**config.mk**
```make
export PLATFORM = sky130hd
export DESIGN_NAME = exec_unit
export DESIGN_NICKNAME = d
export VERILOG_FILES = /design/src/rtl/isa_defines.sv /design/src/rtl/exec_alu.sv /design/src/rtl/exec_unit.sv
export SDC_FILE = /design/constraint.sdc
export NUM_CORES = 1
export LEC_CHECK = 0
export CAP_MARGIN = 40
export CORE_ASPECT_RATIO = 0.8
export CORE_MARGIN = 10
export CORE_UTILIZATION = 40
export CTS_BUF_LIST = sky130_fd_sc_hd__clkbuf_8
export DETAILED_ROUTE_END_ITERATION = 10
export SYNTH_ARGS = -nofsm -noshare
export SYNTH_HDL_FRONTEND = slang
export SYNTH_SLANG_ARGS = --single-unit
```
**constraint.sdc**
```tcl
create_clock -name clk -period 5.26 [get_ports clk]
set_input_delay 1.052 -clock clk [delete_from_list [all_inputs] [get_ports clk]]
set_output_delay 1.052 -clock clk [all_outputs]
set_load 0.05 [all_outputs]
```
**src/rtl/isa_defines.sv**
```systemverilog
// Opcode map, flag indices and operand-format helpers shared by the fetch/decode
// and execute stages.
package isa_defines;

  localparam logic [2:0] OP_OUT  = 3'b000;
  localparam logic [2:0] OP_ADD  = 3'b001;
  localparam logic [2:0] OP_LDI  = 3'b010;
  localparam logic [2:0] OP_SUB  = 3'b011;
  localparam logic [2:0] OP_ADDI = 3'b100;
  localparam logic [2:0] OP_XOR  = 3'b101;
  localparam logic [2:0] OP_ANDI = 3'b110;
  localparam logic [2:0] OP_SHI  = 3'b111;

  localparam int FLAG_Z = 0;
  localparam int FLAG_C = 1;

  typedef struct packed {
    logic       vld;
    logic [2:0] dest;
    logic [7:0] data;
  } wb_t;

  // Ops carrying an 8-bit immediate instead of a second register operand.
  function automatic logic is_imm_op(input logic [2:0] op);
    return (op == OP_LDI) || (op == OP_ADDI) || (op == OP_ANDI) || (op == OP_SHI);
  endfunction

endpackage

```
**src/rtl/exec_alu.sv**
```systemverilog
// Combinational ALU for the execute stage: result, Z/C and side-effect strobes.
module exec_alu
  import isa_defines::*;
(
  input  logic [2:0] opcode,
  input  logic [7:0] a,
  input  logic [7:0] b,
  input  logic [7:0] imm,
  output logic [7:0] d,
  output logic       writes_reg,
  output logic       updates_flags,
  output logic       z,
  output logic       c
);

  always_comb begin
    d             = a;
    writes_reg    = 1'b1;
    updates_flags = 1'b1;
    c             = 1'b0;
    case (opcode)
      OP_OUT: begin
        writes_reg    = 1'b0;
        updates_flags = 1'b0;
      end
      OP_ADD:  {c, d} = {1'b0, a} + {1'b0, b};
      OP_SUB: begin
        d = a - b;
        c = (a < b);
      end
      OP_XOR:  d = a ^ b;
      OP_LDI: begin
        d             = imm;
        updates_flags = 1'b0;
      end
      OP_ADDI: {c, d} = {1'b0, a} + {1'b0, imm};
      OP_ANDI: d = a & imm;
      OP_SHI:  d = imm[7] ? (a >> imm[2:0]) : (a << imm[2:0]);
      default: d = a;
    endcase
    z = (d == 8'h00);
  end

endmodule

```
**src/rtl/exec_unit.sv**
```systemverilog
// Two-stage execute/writeback: E reads the register file with a one-deep bypass
// from W and runs the ALU; W commits the result on the following edge.
module exec_unit
  import isa_defines::*;
#(
  parameter logic [7:0] REG_INIT = 8'h00
) (
  input  logic       clk,
  input  logic       rst,
  input  logic       op_valid,
  input  logic [2:0] opcode,
  input  logic [2:0] src_a,
  input  logic [2:0] src_b,
  input  logic [2:0] dest,
  input  logic [7:0] imm,
  output logic [7:0] out,
  output logic       out_valid,
  output logic       flag_z,
  output logic       flag_c
);

  logic [7:0] rf_q [8];
  wb_t        wb_q, wb_d;
  logic [7:0] out_q, out_d;
  logic       out_vld_q, out_vld_d;
  logic [1:0] flags_q, flags_d;

  logic [7:0] a, b, alu_d;
  logic       alu_wr, alu_fl, alu_z, alu_c;

  // The in-flight W result always beats the regfile, so same-cycle write/read is race-free.
  always_comb begin
    a = (wb_q.vld && wb_q.dest == src_a) ? wb_q.data : rf_q[src_a];
    b = (wb_q.vld && wb_q.dest == src_b) ? wb_q.data : rf_q[src_b];
  end

  exec_alu u_alu (
    .opcode        (opcode),
    .a             (a),
    .b             (b),
    .imm           (imm),
    .d             (alu_d),
    .writes_reg    (alu_wr),
    .updates_flags (alu_fl),
    .z             (alu_z),
    .c             (alu_c)
  );

  always_comb begin
    wb_d = '{vld: 1'b0, dest: wb_q.dest, data: wb_q.data};
    if (op_valid && alu_wr) wb_d = '{vld: 1'b1, dest: dest, data: alu_d};
    out_vld_d = op_valid && (opcode == OP_OUT);
    out_d     = out_vld_d ? a : out_q;
    flags_d   = flags_q;
    if (op_valid && alu_fl) begin
      flags_d[FLAG_Z] = alu_z;
      flags_d[FLAG_C] = alu_c;
    end
  end

  always_ff @(posedge clk) begin
    if (rst) begin
      for (int i = 0; i < 8; i++) rf_q[i] <= REG_INIT;
      wb_q      <= '0;
      out_q     <= 8'h00;
      out_vld_q <= 1'b0;
      flags_q   <= 2'b00;
    end else begin
      if (wb_q.vld) rf_q[wb_q.dest] <= wb_q.data;
      wb_q      <= wb_d;
      out_q     <= out_d;
      out_vld_q <= out_vld_d;
      flags_q   <= flags_d;
    end
  end

  assign out       = out_q;
  assign out_valid = out_vld_q;
  assign flag_z    = flags_q[FLAG_Z];
  assign flag_c    = flags_q[FLAG_C];

endmodule

```
==> flow_summary.yaml, run 1 <==
finish:
  syn2layout_area_growth_pct: 15.8
  final_common_cell: "nor2_1"
  fill_cells: 1511
  antenna_cells: 0
  final_nets: 783
  final_cell_mix: "nor2_1 (70), and2_1 (64), edfxtp_1 (64), buf_4 (61), a21oi_1 (45)"
  fin_util_pct: 47.6
  design_area_um2: 7930
  instances_no_fill: 956
  final_layout_size_suffix_gt1_share_pct: 20.5
sta:
  min_period_over_period_pct: 98.0
  period_needed_ns: 5.15
  worst_pin_slew_ns: 0.834
  maxSlewViolCount: 0
  relSlewSlack_pct: 44.2
  setup_viol: 0
  max_freq_ghz: 0.194
  timing_hold_violations_final: 0
  clock_skew_ns: 0.0226
yosys:
  synth-async-reset-ratio_pct: 0
  yosysUniqueCellTypes: 77
  ys.warnings.count: 0
  synth.area.top_cells: "edfxtp_1 (28%), mux4_2 (9.2%), dfxtp_1 (6.7%)"
  synth_ff_type: "edfxtp_1"
  synth_seq_cells: 87
  yosysTopAreaCell: "edfxtp_1"
  synth-edff-count: 64
  synthCells: 671
  synth_top_area_share_pct: 28.0
  syn_nets: 723
  avgSynthCellArea_um2: 10.2
  synthesis.area_um2: 6850
  ys_seq_area_share_pct: 34.8
die:
  dieArea_um2: 22800
  fp-row-count: 42
  die_y_um: 137
  die_w_um: 166
  start_util_pct: 41.1
  coreArea_um2: 16700
  num_io_pins: 34
cts:
  cts_tree: "yes"
  clk_latency_ns: 0.37
  cts_max_path_buffers: 2
  cts.sinks: 87
  cts_setup_buffers: 0
  post_cts_resized: 0
  clockRootBuffer: "clkbuf_8"
  hold_buffers: 0
  numCtsBuffers: 9
  clk_pin_slew_ns: 0.09
  h-tree-depth: 3
routing:
  drt-wirelength-per-cell_um: 22.9
  drc: 0
  ant_nets: 0
  vias: 5743
  drt_first_pass_iters: 5
  wirelength_um: 21900
  post_drt_via_cell_ratio: 6.01
  drtIter0Drc: 691
worst_setup_path:
  cpLargestDelayFamily: "compound AO/OA/AOI/OAI gates"
  cp.required_ns: 5.54
  path_cells: "clkdlybuf4s50_1, buf_12, mux4_1, mux2_2, mux2i_4, clkinv_1, ha_1, o21ba_2, o211ai_1, o21ai_0, xor2_1, a221oi_2, buf_4, nand4_1, o41a_2, o31ai_2"
  worst_setup_path_end_kind: "flop"
  worstPathArrival_ns: 5.43
  critical_path_peak_fanout: 6
  cp-start-kind: "primary input"
  cpPeakStageDelay_ns: 0.55
  ff2ff_setup_slack_ns: 0.94
  crit_slowest_cell: "mux4_1"
  crit_buf_inv: 4
  critPathKind: "in -> reg"
outcome:
  status: "finished, final reports clean"
power:
  power_leakage_nw: 3.11
  p_per_area_nw_per_um2: 247
  peakVddDrop_v: 0.000133
grt:
  grt_pass1_vias: 5562
  antenna_found_initial: 0
  grt_pass1_wl_um: 33400
  grt_max_degree: 35
  gr-total-overflow: 0
  grt_usage_pct: 18.6
min_path:
  hold_path_class: "reg -> reg"
placement:
  gp_congestion: 0.955
  post-dp-hpwl_um: 16400
  post-place-cells: 940
  placed_area_um2: 7710
  place.port_buffers: 33
job:
  cap_violations: 0
==> per-layer routing <==
| metal | part of all wire, % | wire [µm] | vias up | GRT usage, % |
|---|---|---|---|---|
| met4 | 1.1 | 235 | 0 | 3.75 |
| met3 | 9.6 | 2110 | 16 | 5.13 |
| li1 | - | - | 2609 | - |
| met5 | 0 | 0 | - | 0 |
| met1 | 47 | 10300 | 2831 | 26.9 |
| met2 | 42 | 9270 | 287 | 27.2 |
==> cell usage after synthesis, types with 4 or more instances <==
library cell,number
buf_1,6
clkbuf_1,32
a21oi_1,45
o21ai_0,22
xnor2_1,13
mux4_1,9
nand2b_1,6
a31oi_1,12
mux2i_2,4
o21a_1,4
mux2i_1,23
nand3_1,6
and2_1,64
mux2_2,10
nor2_1,70
nor2b_1,9
nor3_1,12
o21bai_1,4
a211oi_1,6
o211ai_1,8
dfxtp_1,23
edfxtp_1,64
o22ai_1,6
a21o_1,5
nand3b_1,4
ha_1,26
or3_1,5
or2_2,11
clkbuf_8,4
nand2_1,30
o221ai_1,4
mux4_2,28
inv_1,26
==> kinds of logic (layout without fill, tap and decap cells) <==
family	after synthesis	count (layout)	synth area share, %
AOI/OAI and AO/OA	149	149	14.7
xor gates and xnor gates	16	16	2.05
adders and majority gates	29	29	5.62
buffers and inverters	78	143	5.79
DFF	87	87	34.8
muxes	76	76	19.0
and+or+nand+nor	236	236	18.1
==> path summary, 6_finish.rpt <==
path / cells after the start / end / start
hold reg to reg: 2 / out[1]$_SDFFE_PP0P_ / out[1]$_SDFFE_PP0P_
setup reg to reg: 16 / flags_q[0]$_SDFFE_PP0P_ / wb_q[10]$_SDFFE_PP0P_
setup / recovery: 16 / flags_q[0]$_SDFFE_PP0P_ / src_a[1]
hold / removal: 2 / out[1]$_SDFFE_PP0P_ / out[1]$_SDFFE_PP0P_
==> worst register-to-register path, cell delays in order (launching register included) <==
cell,delay (ns)
dfxtp_1,0.63
xnor2_1,0.21
nand4_1,0.23
mux2i_4,0.27
inv_2,0.10
buf_4,0.10
ha_1,0.15
inv_1,0.06
fa_1,0.53
o21ai_0,0.09
a221o_1,0.35
a32oi_2,0.20
o2111ai_1,0.14
or4b_4,0.56
nor4_2,0.28
nand4bb_1,0.15
o31ai_2,0.20
==> through the flow <==
step / TNS [ns] / hold slack (ns) / setup WS (ns) / total power, mW
2_1_floorplan: 0 / 0.493 / 0.0702 / 1.22
3_3_place_gp: -0.264 / 0.474 / -0.264 / 1.45
3_5_place_dp: -0.334 / 0.478 / -0.334 / 1.47
4_1_cts: 0 / 0.505 / 0.0133 / 1.94
5_1_grt: -0.0105 / 0.525 / -0.0105 / 2.05
6_report: 0 / 0.498 / 0.108 / 1.96
==> where the power goes <==
group	internal [mW]	leakage (nW)	total (mW)	switching (mW)
sequential	0.763	0.848	0.808	0.0446
clock	0.221	0.0974	0.477	0.257
combinational	0.307	2.16	0.671	0.364
total	1.29	3.11	1.96	0.665
==> final cells by class <==
cell class	count	area (µm²)	share of cell area (%)
Clock buffer	9	124	1.56
Clock inverter	7	71.3	0.899
Inverter	29	109	1.37
Multi-Input combinational cell	506	4100	51.7
Sequential cell	87	2380	30.0
Tap cell	220	275	3.47
Timing Repair Buffer	98	868	10.9
==> registers in the layout, summed over array words and instances, names as in the netlist <==
signal,cells
out,8
rf_q,64
flags_q,2
out_valid,1
wb_q,12
No activity file was read; power rests on OpenSTA's default activity.
==> run 2: changes to the inputs <==
--- a/config.mk
+++ b/config.mk
@@ -11,6 +11,7 @@
 export CORE_UTILIZATION = 40
 export CTS_BUF_LIST = sky130_fd_sc_hd__clkbuf_8
 export DETAILED_ROUTE_END_ITERATION = 10
+export SETUP_SLACK_MARGIN = 0.3
 export SYNTH_ARGS = -nofsm -noshare
 export SYNTH_HDL_FRONTEND = slang
 export SYNTH_SLANG_ARGS = --single-unit
==> run 2 against run 1 <==
Total power fell by 2.6%. Final cell count rose by 0.84%. Wire length fell by 0.21%. Die area did not move. Critical path type unchanged. Sequential share of layout area fell by 0.094 points. Critical endpoint unchanged. Design area rose by 0.32%. Clock skew fell by 0.011 ns. Register-to-register slack improved by 0.07 ns. Global-route usage rose by 0.088 points. Non-clock buffer count rose by 8.
==> flow_summary.yaml, run 2 (synthesis results as in run 1) <==
sta:
  rsz0062_at_grt: "false"
  period_needed_ns: 4.83
  timing_hold_violations_final: 0
  relSlewSlack_pct: 39.7
  worst_pin_slew_ns: 0.901
  setup_viol: 0
  clock_skew_ns: 0.0120
  max_freq_ghz: 0.207
  maxSlewViolCount: 0
  fin_tns_setup_ns: 0
  min_period_over_period_pct: 91.8
worst_setup_path:
  path_cells: "dlygate4sd2_1, mux4_1, mux2_2, mux2i_2, inv_1, ha_1, fa_1, a221o_1, a32oi_2, o2111ai_2, or4b_4, nor4_2, nand4bb_1, o31ai_2"
  cp_num_cells: 14
  cp-start-kind: "primary input"
  cp.required_ns: 5.55
  ff2ff_setup_slack_ns: 1.01
  r2r_end: "flags_q[0]$_SDFFE_PP0P_"
  rr_worst_depth: 16
  crit_slowest_cell: "mux4_1"
  worstPathArrival_ns: 5.12
  critical_path_peak_fanout: 5
  critPathKind: "in -> reg"
  cpPeakStageDelay_ns: 0.60
  r2r-start: "wb_q[10]$_SDFFE_PP0P_"
  worst_setup_path_end_kind: "flop"
  crit_buf_inv: 2
  cpLargestDelayFamily: "multiplexers"
die:
  start_util_pct: 41.1
  dieArea_um2: 22800
  die_y_um: 137
  num_io_pins: 34
  coreArea_um2: 16700
  die_w_um: 166
  fp-row-count: 42
routing:
  post_drt_via_cell_ratio: 5.96
  drt-wirelength-per-cell_um: 22.6
  drtIter0Drc: 905
  vias: 5749
  drc: 0
  wirelength_um: 21800
  ant_nets: 0
  drt_first_pass_iters: 5
power:
  p_per_area_nw_per_um2: 240
  power_leakage_nw: 3.15
  peakVddDrop_v: 0.000124
  power_mw: 1.91
finish:
  fin_util_pct: 47.8
  final_nets: 791
  final_common_cell: "buf_4"
  final_cell_mix: "buf_4 (71), nor2_1 (70), and2_1 (64), edfxtp_1 (64), a21oi_1 (43)"
  antenna_cells: 0
  syn2layout_area_growth_pct: 16.1
  seq_area_um2: 2380
  design_area_um2: 7960
  largest_register_ffs: 64
  final_layout_size_suffix_gt1_share_pct: 22.2
  regMostFlops: "rf_q"
  fill_cells: 1507
  multi_input_area_um2: 4130
cts:
  cts.sinks: 87
  numCtsBuffers: 9
  clk_pin_slew_ns: 0.09
  cts_max_path_buffers: 2
  cts_tree: "yes"
  clockRootBuffer: "clkbuf_8"
  clk_latency_ns: 0.37
  h-tree-depth: 3
placement:
  placed_area_um2: 7700
  place.port_buffers: 33
  post-dp-hpwl_um: 16400
  gp_congestion: 0.993
grt:
  grt_pass1_vias: 5530
  grt_max_degree: 35
  gr-total-overflow: 0
  antenna_found_initial: 0
  grt_pass1_wl_um: 33400
  grt_usage_pct: 18.7
min_path:
  hold_path_class: "reg -> reg"
  hold_start: "out[3]$_SDFFE_PP0P_"
  hold_end: "out[3]$_SDFFE_PP0P_"
  hold_depth: 2
outcome:
  status: "finished, final reports clean"
job:
  cap_violations: 0
==> run 2: cell count changes in the layout (fill, tap and decap cells not counted), sizes merged <==
cell,before,now
buf,65,73
bufinv,1,0
clkdlybuf4s50,33,30
clkinvlp,2,1
dlygate4sd2,0,2
dlymetal6s2s,0,1
inv,30,32
==> run 2: final cells by class <==
type,instances,area share (%)
clock buffer,9,1.56
inverter,29,1.37
timing repair buffer,106,11.2
tap,220,3.46
clock inverter,7,0.582
sequential,87,29.9
multi-input combinational,506,51.8
==> run 2: metal layers <==
layer	track usage [%]	routed length (µm)
met1	26.7	10100
met2	26.6	9030
met3	5.90	2190
met4	5.06	459
met5	0	0
==> run 2: worst reg2reg max path, delay by kind of cell (launching register included) <==
| kind | cells | cell delay [ns] |
|---|---|---|
| AOI/OAI and AO/OA | 5 | 0.97 |
| xor gates and xnor gates | 1 | 0.22 |
| adders and majority gates | 2 | 0.69 |
| buffers and inverters | 3 | 0.31 |
| DFF | 1 | 0.64 |
| muxes | 1 | 0.22 |
| and+or+nand+nor | 4 | 1.13 |
==> run 2: repair_timing <==
item	CTS	global route
pin swaps	0	5
hold buffers	0	0
setup buffers	0	4
gates resized for setup	4	12
setup endpoints to repair	1	1
endpoints found under the hold margin	0	0
==> run 2: how the worst max path moves through the flow <==
stage,startpoint,endpoint,slack (ns)
2_1_floorplan,src_b[0],flags_q[0]$_SDFFE_PP0P_,0.36
3_3_place_gp,src_a[1],flags_q[0]$_SDFFE_PP0P_,-0.22
3_5_place_dp,src_a[1],flags_q[0]$_SDFFE_PP0P_,-0.29
4_1_cts,src_a[2],flags_q[0]$_SDFFE_PP0P_,0.30
5_1_grt,src_b[0],flags_q[0]$_SDFFE_PP0P_,0.31
6_report,src_a[1],flags_q[0]$_SDFFE_PP0P_,0.43
==> run 2: per-stage QoR <==
step	cells	setup slack (ns)	hold slack [ns]
2_1_floorplan	671	0.357	0.493
3_3_place_gp	944	-0.219	0.473
3_5_place_dp	944	-0.286	0.482
4_1_cts	960	0.304	0.510
5_1_grt	964	0.308	0.544
6_report	964	0.433	0.501
==> run 2: power breakdown <==
group	total [mW]	switching (mW)	internal (mW)	leakage, nW
combinational	0.669	0.361	0.309	2.22
clock	0.430	0.258	0.172	0.0917
sequential	0.807	0.0434	0.763	0.848
total	1.91	0.662	1.24	3.15
